**src/rtl/config_pkg.sv**
```systemverilog
// Build-time defaults for the memory port arbiter.
package config_pkg;

  localparam int unsigned CFG_MEMARB_BURST   = 4;
  localparam int unsigned CFG_MEMARB_TIMEOUT = 255;

endpackage : config_pkg

```
**src/rtl/data_bus_pkg.sv**
```systemverilog
// Shared types for the single-port memory arbiter: FSM states and the latched request.
package data_bus_pkg;

  typedef enum logic [1:0] {
    IDLE   = 2'd0,
    ACCESS = 2'd1,
    DONE   = 2'd2
  } mem_arb_state_t;

  typedef struct packed {
    logic [31:0] addr;
    logic [31:0] wdata;
    logic [1:0]  size;
    logic        wen;
    logic        is_instr;
  } mem_req_t;

  localparam logic [1:0] SIZE_WORD = 2'b10;

  // Fetches are always full-word reads; nothing else from the fetch side matters.
  function automatic mem_req_t make_fetch_req(input logic [31:0] addr);
    mem_req_t req;
    req.addr     = addr;
    req.wdata    = 32'h0000_0000;
    req.size     = SIZE_WORD;
    req.wen      = 1'b0;
    req.is_instr = 1'b1;
    return req;
  endfunction

  function automatic mem_req_t make_data_req(input logic [31:0] addr,
                                             input logic [31:0] wdata,
                                             input logic [1:0]  size,
                                             input logic        wen);
    mem_req_t req;
    req.addr     = addr;
    req.wdata    = wdata;
    req.size     = size;
    req.wen      = wen;
    req.is_instr = 1'b0;
    return req;
  endfunction

endpackage : data_bus_pkg

```
**src/rtl/mem_arb_watchdog.sv**
```systemverilog
// Counts ACCESS cycles without a memory answer and flags expiry on the TIMEOUT-th one.
module mem_arb_watchdog
  import config_pkg::*;
#(
  parameter int unsigned TIMEOUT = CFG_MEMARB_TIMEOUT
) (
  input  logic clk,
  input  logic rst,
  input  logic enable,
  input  logic m_ready,
  output logic expire
);

  localparam logic [15:0] LIMIT = 16'(TIMEOUT - 1);

  logic [15:0] cnt_q;
  logic [15:0] cnt_d;

  // The current cycle is the TIMEOUT-th waiting cycle when the count already holds TIMEOUT-1.
  assign expire = enable && !m_ready && (cnt_q == LIMIT);

  always_comb begin
    cnt_d = '0;
    if (enable && !m_ready && !expire) begin
      cnt_d = cnt_q + 16'd1;
    end
  end

  always_ff @(posedge clk or negedge rst) begin
    if (!rst) begin
      cnt_q <= '0;
    end else begin
      cnt_q <= cnt_d;
    end
  end

endmodule : mem_arb_watchdog

```
**src/rtl/mem_port_arbiter.sv**
```systemverilog
// Shares one single-port memory between a fetch requester and a data requester,
// data first, with a bounded data burst so fetches cannot starve.
module mem_port_arbiter
  import data_bus_pkg::*;
  import config_pkg::*;
#(
  parameter int unsigned MAX_DATA_BURST = CFG_MEMARB_BURST,
  parameter int unsigned TIMEOUT        = CFG_MEMARB_TIMEOUT,
  parameter logic [31:0] FAULT_RDATA    = 32'h0000_0000
) (
  input  logic        clk,
  input  logic        rst,
  input  logic [31:0] i_addr,
  input  logic        i_ren,
  output logic [31:0] i_rdata,
  output logic        i_ready,
  input  logic [31:0] d_addr,
  input  logic [31:0] d_wdata,
  input  logic [1:0]  d_size,
  input  logic        d_ren,
  input  logic        d_wen,
  output logic [31:0] d_rdata,
  output logic        d_ready,
  output logic [31:0] m_addr,
  output logic [31:0] m_wdata,
  output logic [1:0]  m_size,
  output logic        m_ren,
  output logic        m_wen,
  input  logic [31:0] m_rdata,
  input  logic        m_ready,
  output logic        fault
);

  localparam logic [3:0] BURST_MAX = 4'(MAX_DATA_BURST);

  mem_arb_state_t state_q, state_d;
  mem_req_t       req_q, req_d;
  logic [3:0]     burst_q, burst_d;
  logic           m_ren_q, m_ren_d;
  logic           m_wen_q, m_wen_d;
  logic           i_ready_q, i_ready_d;
  logic           d_ready_q, d_ready_d;
  logic [31:0]    i_rdata_q, i_rdata_d;
  logic [31:0]    d_rdata_q, d_rdata_d;
  logic           fault_q, fault_d;

  logic           d_req;
  logic           grant_i;
  logic           grant_d;
  logic           expire;
  logic [31:0]    capture_data;

  mem_arb_watchdog #(
    .TIMEOUT (TIMEOUT)
  ) u_watchdog (
    .clk     (clk),
    .rst     (rst),
    .enable  (state_q == ACCESS),
    .m_ready (m_ready),
    .expire  (expire)
  );

  assign d_req   = d_ren | d_wen;
  assign grant_i = i_ren && (!d_req || (burst_q == BURST_MAX));
  assign grant_d = d_req && !grant_i;

  // A real answer always wins; the watchdog only fires while m_ready is low.
  assign capture_data = m_ready ? m_rdata : FAULT_RDATA;

  always_comb begin
    state_d   = state_q;
    req_d     = req_q;
    burst_d   = burst_q;
    m_ren_d   = m_ren_q;
    m_wen_d   = m_wen_q;
    i_ready_d = 1'b0;
    d_ready_d = 1'b0;
    i_rdata_d = i_rdata_q;
    d_rdata_d = d_rdata_q;
    fault_d   = fault_q;

    unique case (state_q)
      IDLE: begin
        if (grant_i) begin
          req_d   = make_fetch_req(i_addr);
          burst_d = '0;
          m_ren_d = 1'b1;
          m_wen_d = 1'b0;
          state_d = ACCESS;
        end else if (grant_d) begin
          // Write wins when both data enables are raised together.
          req_d   = make_data_req(d_addr, d_wdata, d_size, d_wen);
          m_ren_d = !d_wen;
          m_wen_d = d_wen;
          state_d = ACCESS;
          if (!i_ren) begin
            burst_d = '0;
          end else if (burst_q != BURST_MAX) begin
            burst_d = burst_q + 4'd1;
          end
        end
      end

      ACCESS: begin
        if (m_ready || expire) begin
          m_ren_d = 1'b0;
          m_wen_d = 1'b0;
          state_d = DONE;
          if (expire) begin
            fault_d = 1'b1;
          end
          if (req_q.is_instr) begin
            i_ready_d = 1'b1;
            i_rdata_d = capture_data;
          end else begin
            d_ready_d = 1'b1;
            d_rdata_d = capture_data;
          end
        end
      end

      DONE: begin
        state_d = IDLE;
      end

      default: begin
        state_d = IDLE;
        m_ren_d = 1'b0;
        m_wen_d = 1'b0;
      end
    endcase
  end

  always_ff @(posedge clk or negedge rst) begin
    if (!rst) begin
      state_q   <= IDLE;
      req_q     <= '0;
      burst_q   <= '0;
      m_ren_q   <= 1'b0;
      m_wen_q   <= 1'b0;
      i_ready_q <= 1'b0;
      d_ready_q <= 1'b0;
      i_rdata_q <= '0;
      d_rdata_q <= '0;
      fault_q   <= 1'b0;
    end else begin
      state_q   <= state_d;
      req_q     <= req_d;
      burst_q   <= burst_d;
      m_ren_q   <= m_ren_d;
      m_wen_q   <= m_wen_d;
      i_ready_q <= i_ready_d;
      d_ready_q <= d_ready_d;
      i_rdata_q <= i_rdata_d;
      d_rdata_q <= d_rdata_d;
      fault_q   <= fault_d;
    end
  end

  assign m_addr  = req_q.addr;
  assign m_wdata = req_q.wdata;
  assign m_size  = req_q.size;
  assign m_ren   = m_ren_q;
  assign m_wen   = m_wen_q;
  assign i_ready = i_ready_q;
  assign d_ready = d_ready_q;
  assign i_rdata = i_rdata_q;
  assign d_rdata = d_rdata_q;
  assign fault   = fault_q;

endmodule : mem_port_arbiter

```
**config.mk**
```make
export PLATFORM = sky130hd
export DESIGN_NAME = mem_port_arbiter
export DESIGN_NICKNAME = d
export VERILOG_FILES = /design/src/rtl/config_pkg.sv /design/src/rtl/data_bus_pkg.sv /design/src/rtl/mem_arb_watchdog.sv /design/src/rtl/mem_port_arbiter.sv
export SDC_FILE = /design/constraint.sdc
export NUM_CORES = 1
export LEC_CHECK = 0
export CAP_MARGIN = 20
export CELL_PAD_IN_SITES_DETAIL_PLACEMENT = 0
export CELL_PAD_IN_SITES_GLOBAL_PLACEMENT = 1
export CORE_MARGIN = 5
export CORE_UTILIZATION = 36
export DETAILED_ROUTE_END_ITERATION = 8
export GPL_TIMING_DRIVEN = 0
export MAX_ROUTING_LAYER = met4
export PLACE_DENSITY_LB_ADDON = 0.1
export SETUP_SLACK_MARGIN = 0.4
export SLEW_MARGIN = 15
export SYNTH_ARGS = -nofsm -noshare
export SYNTH_HDL_FRONTEND = slang
export SYNTH_SLANG_ARGS = --single-unit
export TNS_END_PERCENT = 20
```
**constraint.sdc**
```tcl
create_clock -name clk -period 3.9 [get_ports clk]
set_input_delay 0.975 -clock clk [delete_from_list [all_inputs] [get_ports clk]]
set_output_delay 0.975 -clock clk [all_outputs]
set_load 0.01 [all_outputs]
```
Yosys cells after proc, flatten, opt, wreduce, memory -nomap -nowiden
Cells that the tools add are included.
{"block": "totals", "register_bits": 158, "inputBits": 136, "out_inout_bits": 135, "wordCells": 73}
{"block": "classes", "n_addsub": 2, "n_eq_ne": 8, "n_mux": 25, "bitwise": 3, "reduce_logical": 21}
{"cell": "68-bit 2-to-1 mux", "count": 2}
{"cell": "32-bit 2-to-1 mux", "count": 1}
{"cell": "16-bit by 1-bit adder with 16-bit output (second input constant)", "count": 1}
{"cell": "16-bit by 8-bit equality test with 1-bit output (second input constant)", "count": 1}
{"cell": "16-bit 2-to-1 mux", "count": 1}
{"cell": "4-bit 2-to-1 mux", "count": 4}
{"cell": "3-bit AND reduction", "count": 5}
{"cell": "1-bit 2-to-1 mux", "count": 11}
{"cell": "2-bit 2-to-1 mux", "count": 3}
{"cell": "1-bit one-hot mux with 3 select lines", "count": 2}
{"cell": "1-bit logical AND", "count": 5}
{"cell": "1-bit zero test", "count": 5}
{"cell": "4-bit by 1-bit adder with 4-bit output (second input constant)", "count": 1}
{"cell": "4-bit by 3-bit equality test with 1-bit output (second input constant)", "count": 1}
{"cell": "4-bit by 3-bit inequality test with 1-bit output (second input constant)", "count": 1}
{"cell": "2-bit one-hot mux with 2 select lines", "count": 1}
{"cell": "2-bit AND reduction", "count": 2}
{"cell": "3-bit by 1-bit inequality test with 1-bit output (second input constant)", "count": 1}
{"cell": "3-bit inequality test (second input constant)", "count": 1}
{"cell": "2-bit by 1-bit equality test with 1-bit output (second input constant)", "count": 1}
{"cell": "2-bit equality test (second input constant)", "count": 1}
{"cell": "2-bit zero test", "count": 1}
{"cell": "1-bit logical OR", "count": 2}
{"cell": "2-bit inequality test (second input constant)", "count": 1}
{"cell": "3 further kinds", "count": 4}

Longest topological paths before layout
Gate-level depths: netlist of the first run.
{"block": "logic_depth", "word_depth": 9, "mapped_depth": 8, "ltp_nobuf": 6}

By module
From an unflattened synthesis of the first run, not the netlist that was laid out.
{"block": "hier_totals", "cells_unflattened": 635, "hier_area_um2": 7503.4}
{"mod": "mem_port_arbiter", "n_inst": 1, "cells_per_inst": 554, "area_per_inst_um2": 6665.1, "seq_area_each_um2": 3553.4}
{"mod": "mem_arb_watchdog", "n_inst": 1, "cells_per_inst": 81, "area_per_inst_um2": 838.3, "seq_area_each_um2": 400.4}

Worst setup path after synthesis of the first run
No wires, ideal clock.
{"block": "synth_path", "kind": "in2reg", "from": "input port d_ren", "to": "register req_q, in the netlist m_size[1]", "setup_time_ps": 66, "arrival_ps": 2098, "required_ps": 3834, "setup_slack_ps": 1736, "cell_stages": 6, "path_buffers": 2, "path_cell_list": "nor3_1 -> nor3_1 -> clkbuf_1 -> clkbuf_1 -> o21ai_0 -> nand2_1"}
{"block": "synth_between", "elab_chain_cells": 8, "elab_cells_between_ends": 9, "classes_between": "1 x mux; 1 x bitwise; 7 x reduce/logical"}
{"item": "from (decl)", "line_no": "mem_port_arbiter.sv:20", "rtl": "input logic d_ren,"}
{"item": "1-bit OR *", "line_no": "mem_port_arbiter.sv:63", "rtl": "assign d_req = d_ren | d_wen;"}
{"item": "1-bit zero test", "line_no": "mem_port_arbiter.sv:64", "rtl": "assign grant_i = i_ren && (!d_req || (burst_q == BURST_MAX));"}
{"item": "1-bit logical OR", "line_no": "mem_port_arbiter.sv:64"}
{"item": "1-bit logical AND", "line_no": "mem_port_arbiter.sv:64"}
{"item": "1-bit zero test", "line_no": "mem_port_arbiter.sv:65", "rtl": "assign grant_d = d_req && !grant_i;"}
{"item": "1-bit logical AND", "line_no": "mem_port_arbiter.sv:65"}
{"item": "2-bit nonzero test (no source line)"}
{"item": "2-bit AND reduction (no source line)"}
{"item": "to (signal assigned)", "line_no": "mem_port_arbiter.sv:148", "rtl": "req_q <= req_d;"}
{"item": "to (decl)", "line_no": "mem_port_arbiter.sv:37", "rtl": "mem_req_t req_q, req_d;"}
Mark *: on every way between the ends. The rest lies on a longest branch, timed or not.
A chain may end at the register's enable or synchronous reset.

Worst setup path in the final report of the first run
{"block": "layout_path", "from": "input port i_ren", "to": "register req_q, in the netlist m_size[1]"}
{"block": "layout_between", "elab_chain_cells": 5, "elab_cells_between_ends": 6, "classes_between": "1 x mux; 5 x reduce/logical"}
{"item": "from (decl)", "line_no": "mem_port_arbiter.sv:14", "rtl": "input logic i_ren,"}
{"item": "1-bit logical AND *", "line_no": "mem_port_arbiter.sv:64"}
{"item": "1-bit zero test", "line_no": "mem_port_arbiter.sv:65"}
{"item": "1-bit logical AND", "line_no": "mem_port_arbiter.sv:65"}
{"item": "2-bit nonzero test (no source line)"}
{"item": "2-bit AND reduction (no source line)"}
Marks and branches as above.

==> metrics, run 1 <==
Final HPWL DP=15400 um; clk_skew=0.0109 ns; Worst Tran Pin Value=0.856 ns; Area Overhead vs Synth=50.9%; Hold WC Path Type=flip-flop to flip-flop; final core utilization=55.0%; starting density of the core=36.5%; Total GRT Usage=19.1%; GR Overflow Total=0; crit path DAT=3.57 ns; worst skew pair latency=0.42 ns; Synth area leader=dfrtp_1; Post-CTS Hold Buffers=0; die height=150 um; Diodes inserted=0; Row Count=51; pin count of the biggest net entering global routing=97; crit path launch type=input pin; switching share of power=33.9%; CP endpoint kind=flip-flop; first-pass GRT wire length=32700 um; Final Slew Violations=0; post-route ant nets=0; Clock Sinks=158; Post-Syn Area=7070 sq um; CP startpoint=i_ren; Nets=1107; setup TNS=0 ns; wire per inst=16.9 um; status=finished, final reports clean; area occupied by multi-input gates=2290 sq um; initial antenna violation count=0; CTS Buffer Depth=2; Synth async-reset ratio=100%; sequential area share after synthesis=55.9%; DRC=0; clock transition at the registers of the reported paths=0.07 ns; Post-synth EDFFs=0; Leakage=4.67 nW; Gate power share=47.6%; final WL=21000 um; Tcrit/Tclk final=82.4%; initial drt markers=319; root buf cell=clkbuf_16; Fill cells=1829; Post-CTS Setup Inserts=0; Worst EP required=4.26 ns; CTS tree=yes; worst relative slew slack=42.5%; crit path max fanout=10; achievable clock frequency=311 MHz; Final min period=3.21 ns; RSZ-0062 raised after global routing=no; Max VDD drop=0.305 mV; IO buf count=270; Yosys reg bits=158; top-area cell type share of the netlist area=55.9%; via count=5997; share of layout cells above drive strength 1=12.4%; Cell Int Power=5.30 mW; CTS H-tree lvls=4; gate count after technology mapping=677; Switch Pwr=2.71 mW; dominant synthesized flop cell=dfrtp_1; die area=22600 sq um; I/O pins=271; Setup CP Type=input pin to flip-flop; FF/Latch Area=3950 sq um; drt first pass iters=5; Yosys cell types=43; Die Width=150 um; final hold violation count=0; Gates resized, CTS repair=0; via/cell ratio=4.82; Syn Nets=817; GPL Wtd Cong=0.765; Power Total=8.01 mW; Syn Area/Cell=10.4 sq um; endpoints failing setup=0; Sequential Power Share=33.3%; Num CTS Buffers=17; most frequent cell after synthesis=dfrtp_1; Core Region=19400 sq um; pwr dens=751 nW/um^2; most instantiated cells after synthesis=dfrtp_1, nand2_1, buf_4; max cap viols=0; synth top area cells=dfrtp_1, a32o_1, buf_4, nand2_1, a21oi_1; Ys Warns=0; clock power share=19.1%; vias in the first global route=5923; R2R Path Start=state_q[1]$_DFFE_PN0P_; min-delay src=m_wdata[17]$_DFFE_PN0P_
## per-stage QoR
step / setup WS [ns] / cell area (sq um) / hold WS [ns] / instances
finish: 0.688 / 10700 / 0.464 / 1245
global route: 0.470 / 10700 / 0.492 / 1245
CTS: 0.688 / 10700 / 0.471 / 1245
detailed placement: 0.249 / 10100 / 0.457 / 1213
global placement: -5.13 / 10100 / 0.451 / 1212
floorplan: 1.74 / 7070 / 0.440 / 677
## cell usage in the layout (no fill, tap or decap), types with 2 or more instances in the layout
master             n
o21ai_0            5
buf_4             67
clkdlybuf4s50_1  269
nor3_1             6
nand4_1            2
ha_1               4
nor3b_1            2
buf_1              2
clkinvlp_4         2
inv_6              5
clkbuf_1          30
clkbuf_16         17
nand2_1          107
xnor2_1           13
or3_1              2
clkinv_4           3
inv_1             11
o21ai_4            2
nor4_1             3
buf_6              8
clkinv_2           5
nand2b_1           2
dfrtp_1          158
a21oi_1           64
nand3_1           39
clkbuf_8           5
nor2_1            60
a32o_1            64
## layout make-up
cell class	instances	share of cell area, %
plain buffers	113	7.41
clock buffers	17	3.98
clock inverters	15	1.03
inverters	11	0.387
multi-input cells	395	21.4
flip-flops and latches	158	37.0
well taps	265	3.11
repair buffers	271	25.6
## flip-flops by register name, summed over array words and instances (netlist names), 2 cells and up
signal / cells
d_rdata: 32
m_wdata: 32
m_size: 2
i_rdata: 32
state_q: 2
m_addr: 32
burst_q: 4
u_watchdog.cnt_q: 16
## kinds of logic (layout without fill, tap and decap cells)
| logic type | after synthesis | count (layout) | synth area share (%) |
|---|---|---|---|
| fa+ha+maj | 4 | 4 | 0.707 |
| compound gates | 144 | 144 | 15.4 |
| buf+inv | 124 | 427 | 11.8 |
| flops | 158 | 158 | 55.9 |
| xor+xnor | 14 | 14 | 1.73 |
| simple gates | 233 | 233 | 14.5 |
## layer usage
metal | vias up | wire length, um | track usage (%)
li1 | 2874 | - | -
met1 | 2918 | 9080 | 24.9
met2 | 188 | 9990 | 29.2
met3 | 17 | 1680 | 5.63
met4 | 0 | 278 | 5.03
met5 | - | 0 | -
## worst max-delay path, cell delays in order
cell             delay, ns
clkdlybuf4s50_1       0.58
nor3_1                0.10
nor3_1                0.67
clkbuf_1              0.51
clkbuf_1              0.48
o21ai_0               0.16
nand2_1               0.09
## power by group through the flow
stage | registers [mW] | clock network [mW] | logic [mW]
2_1_floorplan | 2.78 | 0 | 1.84
3_3_place_gp | 2.68 | 0 | 3.86
3_5_place_dp | 2.70 | 0 | 3.87
4_1_cts | 2.67 | 1.57 | 3.89
5_1_grt | 2.75 | 1.65 | 4.15
6_report | 2.66 | 1.53 | 3.82
## path summary, 6_finish.rpt
check	end	slack, ns	cells past startpoint
setup / recovery	m_size[1]$_DFFE_PN0P_	0.69	7
hold / removal	m_wdata[17]$_DFFE_PN0P_	0.46	2
setup reg to reg	m_size[1]$_DFFE_PN0P_	1.43	5
hold reg to reg	m_wdata[17]$_DFFE_PN0P_	0.46	2
max in group asynchronous	m_wdata[2]$_DFFE_PN0P_	2.53	2
min in group asynchronous	d_rdata[9]$_DFFE_PN0P_	0.60	1
(Power assumes the default switching activity.)
==> run 2: changes to the inputs <==
--- a/config.mk
+++ b/config.mk
@@ -9,7 +9,7 @@
 export CELL_PAD_IN_SITES_DETAIL_PLACEMENT = 0
 export CELL_PAD_IN_SITES_GLOBAL_PLACEMENT = 1
 export CORE_MARGIN = 5
-export CORE_UTILIZATION = 36
+export CORE_UTILIZATION = 33
 export DETAILED_ROUTE_END_ITERATION = 8
 export GPL_TIMING_DRIVEN = 0
 export MAX_ROUTING_LAYER = met4
==> constraint.sdc (replaced) <==
create_clock -name clk -period 3.3 [get_ports clk]
set_input_delay 0.825 -clock clk [delete_from_list [all_inputs] [get_ports clk]]
set_output_delay 0.825 -clock clk [all_outputs]
set_load 0.01 [all_outputs]
==> run 2 against run 1 <==
  * First-iteration DRC count is 41% lower
  * Cell count is 0.80% higher
  * Sequential power is 18% higher
  * Highest routed layer unchanged
==> metrics, run 2 (synthesized netlist as in run 1, its figures left out) <==
status=finished, final reports clean; max cap viols=0 (unchanged); most frequent cells in the layout=clkdlybuf4s50_1, dfrtp_1, nand2_1, buf_4; Fill cells=2011 (+10%); final hold violation count=0 (unchanged); worst skew pair latency=0.42 ns (about the same); pin count of the biggest net entering global routing=95 (-2.1%); endpoints failing setup=0 (unchanged); I/O pins=271 (unchanged); Die Width=156 um (+4.2%); Max VDD drop=0.374 mV (+23%); post-route ant nets=0 (unchanged); CP endpoint kind=flip-flop; dpl cell area=10200 sq um (+0.12%); clk_skew=0.0118 ns (+0.000926 ns); DRC=0 (unchanged); final WL=21400 um (+1.7%); GR Overflow Total=0 (unchanged); via count=5930 (-1.1%); Final min period=2.72 ns; GPL Wtd Cong=0.754 (-1.4%); Area Overhead vs Synth=52.5%; Final Slew Violations=0 (unchanged); worst relative slew slack=56.0% (+14 points); Total GRT Usage=17.8% (-1.3 points); Nets=1107 (unchanged); Final Cell Area=10800 sq um (+1.1%); Worst R2R Setup Slack=0.84 ns (-0.59 ns); wire per inst=17.0 um (+0.85%); Leakage=4.72 nW (+0.98%); Setup CP Type=input pin to flip-flop; RSZ-0062 raised after global routing=yes; Core Region=21100 sq um (+8.7%); starting density of the core=33.5% (-2.9 points); switching share of power=33.2% (-0.66 points); Worst EP required=3.64 ns (-0.62 ns); CTS tree=yes; Post-CTS Setup Inserts=0 (unchanged); Sequential Power Share=32.2% (-1.1 points); root buf cell=clkbuf_16; clock transition at the registers of the reported paths=0.07 ns (about the same); most common cell after layout, fill and taps aside=clkdlybuf4s50_1; initial drt markers=187 (-41%); RR Endpoint=m_addr[17]$_DFFE_PN0P_; Final Non-Filler Cells=1255 (+0.80%); Gate power share=46.4% (-1.2 points); CTS Buffer Depth=2 (unchanged); R2R cell count=8 (+3); share of layout cells above drive strength 1=12.8% (+0.31 points); first-pass GRT wire length=33400 um (+2.0%); Power Total=9.76 mW (+22%); Diodes inserted=0 (unchanged); CTS H-tree lvls=4 (unchanged); Cell Int Power=6.52 mW (+23%); DP Cell Count=1223 (+0.82%); vias in the first global route=6030 (+1.8%); via/cell ratio=4.73 (-1.9%); achievable clock frequency=368 MHz; die height=156 um (+4.2%); initial antenna violation count=0 (unchanged); Switch Pwr=3.24 mW (+19%); drt first pass iters=4 (-1); clock power share=21.4% (+2.3 points); pwr dens=905 nW/um^2 (+21%); Tcrit/Tclk final=82.4%; Num CTS Buffers=17 (unchanged); Worst Tran Pin Value=0.657 ns (-0.199 ns); Clock Sinks=158 (unchanged); IO buf count=270 (unchanged); die area=24500 sq um (+8.5%); crit path launch type=input pin; setup TNS=0 ns (unchanged); R2R Path Start=burst_q[0]$_DFFE_PN0P_; crit path max fanout=10 (unchanged); Final HPWL DP=15600 um (+1.2%); crit path DAT=3.06 ns (-0.51 ns); Row Count=53 (+3.9%); Hold WC Path Type=input pin to asynchronous set/reset pin
==> run 2: changes by cell type in the layout (fill, tap and decap cells not counted), sizes merged <==
| cell | delta |
|---|---|
| bufinv | +3 |
| clkinv | -7 |
| inv | +4 |
==> run 2: metrics by stage <==
| stage | hold slack (ns) | setup WS, ns | utilization (%) |
|---|---|---|---|
| 3_3_place_gp | 0.446 | -5.61 | 48.0 |
| 4_1_cts | 0.349 | 0.569 | 51.2 |
| 3_5_place_dp | 0.456 | -0.428 | 48.1 |
| 6_report | 0.322 | 0.580 | 51.2 |
| 2_1_floorplan | 0.440 | 1.29 | - |
| 5_1_grt | 0.357 | 0.383 | 51.2 |
==> run 2: area by class of cell <==
| cell class | count | area [sq um] | area share [%] |
|---|---|---|---|
| Buffer | 113 | 793 | 7.35 |
| Clock buffer | 17 | 425 | 3.94 |
| Clock inverter | 15 | 196 | 1.82 |
| Inverter | 11 | 41.3 | 0.383 |
| Multi-Input combinational cell | 395 | 2300 | 21.3 |
| Sequential cell | 158 | 3950 | 36.6 |
| Tap cell | 275 | 344 | 3.19 |
| Timing Repair Buffer | 271 | 2740 | 25.4 |
==> run 2: what timing repair did <==
action,in CTS,in global routing
hold endpoints to repair,0,0
hold buffers,0,0
setup endpoints to repair,21,13
resized for setup,2,4
==> run 2: worst max path at each step <==
stage                              to  slack [ns]  start
3_3_place_gp   m_addr[18]$_DFFE_PN0P_       -5.61    rst
2_1_floorplan   m_size[1]$_DFFE_PN0P_        1.29  d_ren
5_1_grt        m_addr[12]$_DFFE_PN0P_        0.38  i_ren
6_report       m_addr[17]$_DFFE_PN0P_        0.58  i_ren
4_1_cts         m_size[1]$_DFFE_PN0P_        0.57  i_ren
3_5_place_dp    m_size[1]$_DFFE_PN0P_       -0.43  i_ren
==> run 2: worst max-delay path, stage by stage <==
cell,delay [ns]
clkdlybuf4s50_1,0.51
nor3_1,0.44
nand2b_1,0.17
clkbuf_1,0.41
buf_1,0.46
a21oi_1,0.07
a21oi_1,0.18
==> run 2: power by group through the flow <==
stage | registers [mW] | logic [mW] | clock network [mW]
after floorplan | 3.29 | 2.17 | 0
after global placement | 3.17 | 4.57 | 0
after detailed placement | 3.18 | 4.59 | 0
after CTS | 3.15 | 4.61 | 2.15
after global routing | 3.26 | 4.93 | 2.23
final | 3.15 | 4.52 | 2.09
==> run 2: routing by layer <==
layer  global-route usage, %  routed length (um)  up-vias
met4                    4.67                 356        0
li1                        -                   -     2872
met3                    5.23                1590       19
met2                    26.6                9930      183
met5                       -                   0        -
met1                    23.8                9510     2856
==> run 3: changes to the inputs <==
==> constraint.sdc (replaced) <==
create_clock -name clk -period 2.8 [get_ports clk]
set_input_delay 0.7 -clock clk [delete_from_list [all_inputs] [get_ports clk]]
set_output_delay 0.7 -clock clk [all_outputs]
set_load 0.01 [all_outputs]
==> run 3 against run 2 <==
  * Clock skew about the same
  * Die area did not move
  * Hold slack got worse by 0.13 ns
  * Register-to-register slack worse by 0.27 ns
  * Global-route usage hardly changed
  * Clock power is 18% higher
  * Largest cell class unchanged
  * Largest power group unchanged
  * Highest routed layer unchanged
==> metrics, run 3 (synthesized netlist as in run 1, its figures left out) <==
status=finished, final reports clean; max cap viols=0 (unchanged); die height=156 um (unchanged); CTS tree=yes; Tcrit/Tclk final=83.7%; crit path DAT=2.62 ns (-0.44 ns); final hold violation count=0 (unchanged); pin count of the biggest net entering global routing=95 (unchanged); clk_skew=0.0118 ns (+0.0000353 ns); DRC=0 (unchanged); Worst Tran Pin Value=0.649 ns (-0.00811 ns); Core Region=21100 sq um (unchanged); Total GRT Usage=17.8% (about the same); most frequent cells in the layout=clkdlybuf4s50_1, dfrtp_1, nand2_1, buf_4; final WL=21400 um (about the same); worst relative slew slack=56.6% (+0.54 points); crit path launch type=input pin; Clock Sinks=158 (unchanged); CP cell instances=clkdlybuf4s50_1, nor3_1, nand2b_1, clkbuf_2, clkbuf_1, o21ai_0; most common cell after layout, fill and taps aside=clkdlybuf4s50_1; area occupied by multi-input gates=2300 sq um (unchanged); Row Count=53 (unchanged); Hold WC Path Type=input pin to asynchronous set/reset pin; via count=5947 (+0.29%); pwr dens=1070 nW/um^2 (+18%); initial antenna violation count=0 (unchanged); Setup CP Type=input pin to flip-flop; setup TNS=0 ns (unchanged); via/cell ratio=4.74 (+0.29%); CTS Buffer Depth=2 (unchanged); Die Width=156 um (unchanged); Num CTS Buffers=17 (unchanged); starting density of the core=33.5% (unchanged); root buf cell=clkbuf_16; share of layout cells above drive strength 1=13.6% (+0.82 points); initial drt markers=189 (+1.1%); wire per inst=17.0 um (about the same); Leakage=4.74 nW (+0.46%); vias in the first global route=6029 (-0.017%); Power Total=11.5 mW (+18%); Fill cells=2006 (-0.25%); Final HPWL DP=15600 um (unchanged); IO buf count=270 (unchanged); endpoints failing setup=0 (unchanged); Final min period=2.34 ns; CP bufs+invs=3 (unchanged); Top delay family on crit path=buffers and inverters; FF/Latch Area=3950 sq um (unchanged); clock transition at the registers of the reported paths=0.07 ns (about the same); drt first pass iters=5 (+1); die area=24500 sq um (unchanged); Nets=1107 (unchanged); Worst EP required=3.07 ns (-0.57 ns); CP peak stage delay=0.51 ns (about the same); post-route ant nets=0 (unchanged); worst skew pair latency=0.42 ns (about the same); Diodes inserted=0 (unchanged); slowest CP cell=clkdlybuf4s50_1; CTS H-tree lvls=4 (unchanged); CP endpoint kind=flip-flop; GR Overflow Total=0 (unchanged); Area Overhead vs Synth=52.7% (about the same); GPL Wtd Cong=0.754 (unchanged); final hold slack=0.196 ns (-0.125 ns); crit path max fanout=10 (unchanged); Max VDD drop=0.444 mV (+18%); I/O pins=271 (unchanged); RSZ-0062 raised after global routing=yes; Final Slew Violations=0 (unchanged); achievable clock frequency=427 MHz; first-pass GRT wire length=33400 um (unchanged)
## run 3: report_power, final
part	internal, mW	switching (mW)	total [mW]
sequential	3.21	0.494	3.71
clock	1.44	1.03	2.46
combinational	3.04	2.30	5.34
## run 3: final cells by class
cell class | instances | share of cell area, %
sequential | 158 | 36.6
timing repair buffer | 271 | 25.3
multi-input combinational | 395 | 21.3
buffer | 113 | 7.44
clock buffer | 17 | 3.94
tap | 275 | 3.19
clock inverter | 15 | 1.82
inverter | 11 | 0.382
## run 3: layer usage
metal / global-route usage [%] / part of all wire, % / up-vias
met2: 26.6 / 46 / 188
li1: - / - / 2874
met5: - / 0 / -
met4: 4.67 / 1.7 / 0
met1: 23.8 / 45 / 2866
met3: 5.23 / 7.4 / 19
## run 3: stage by stage
step	worst slack, ns	utilization, %	cell area [sq um]	std cells
after floorplan	0.874	-	7070	677
after global placement	-5.99	48.0	10100	1222
after detailed placement	-0.803	48.1	10200	1223
after CTS	0.444	51.2	10800	1255
after global routing	0.286	51.2	10800	1255
final	0.457	51.2	10800	1255
## run 3: final timing paths
| check | start | to | slack (ns) | depth (start not counted) |
|---|---|---|---|---|
| setup / recovery | i_ren | req_q[0]$_DFFE_PN0P_ | 0.46 | 6 |
| hold / removal | rst | i_rdata[23]$_DFFE_PN0P_ | 0.20 | 1 |
| setup reg to reg | burst_q[0]$_DFFE_PN0P_ | m_wdata[22]$_DFFE_PN0P_ | 0.57 | 8 |
| hold reg to reg | m_wdata[15]$_DFFE_PN0P_ | m_wdata[15]$_DFFE_PN0P_ | 0.47 | 2 |
| max in group asynchronous | rst | m_addr[7]$_DFFE_PN0P_ | 1.72 | 2 |
| min in group clk | m_wdata[15]$_DFFE_PN0P_ | m_wdata[15]$_DFFE_PN0P_ | 0.47 | 2 |
## run 3: timing repair
item,in CTS,in global routing
hold buffers,0,0
setup buffers,0,0
setup endpoints to repair,69,49
gates resized for setup,11,2
hold endpoints to repair,0,0
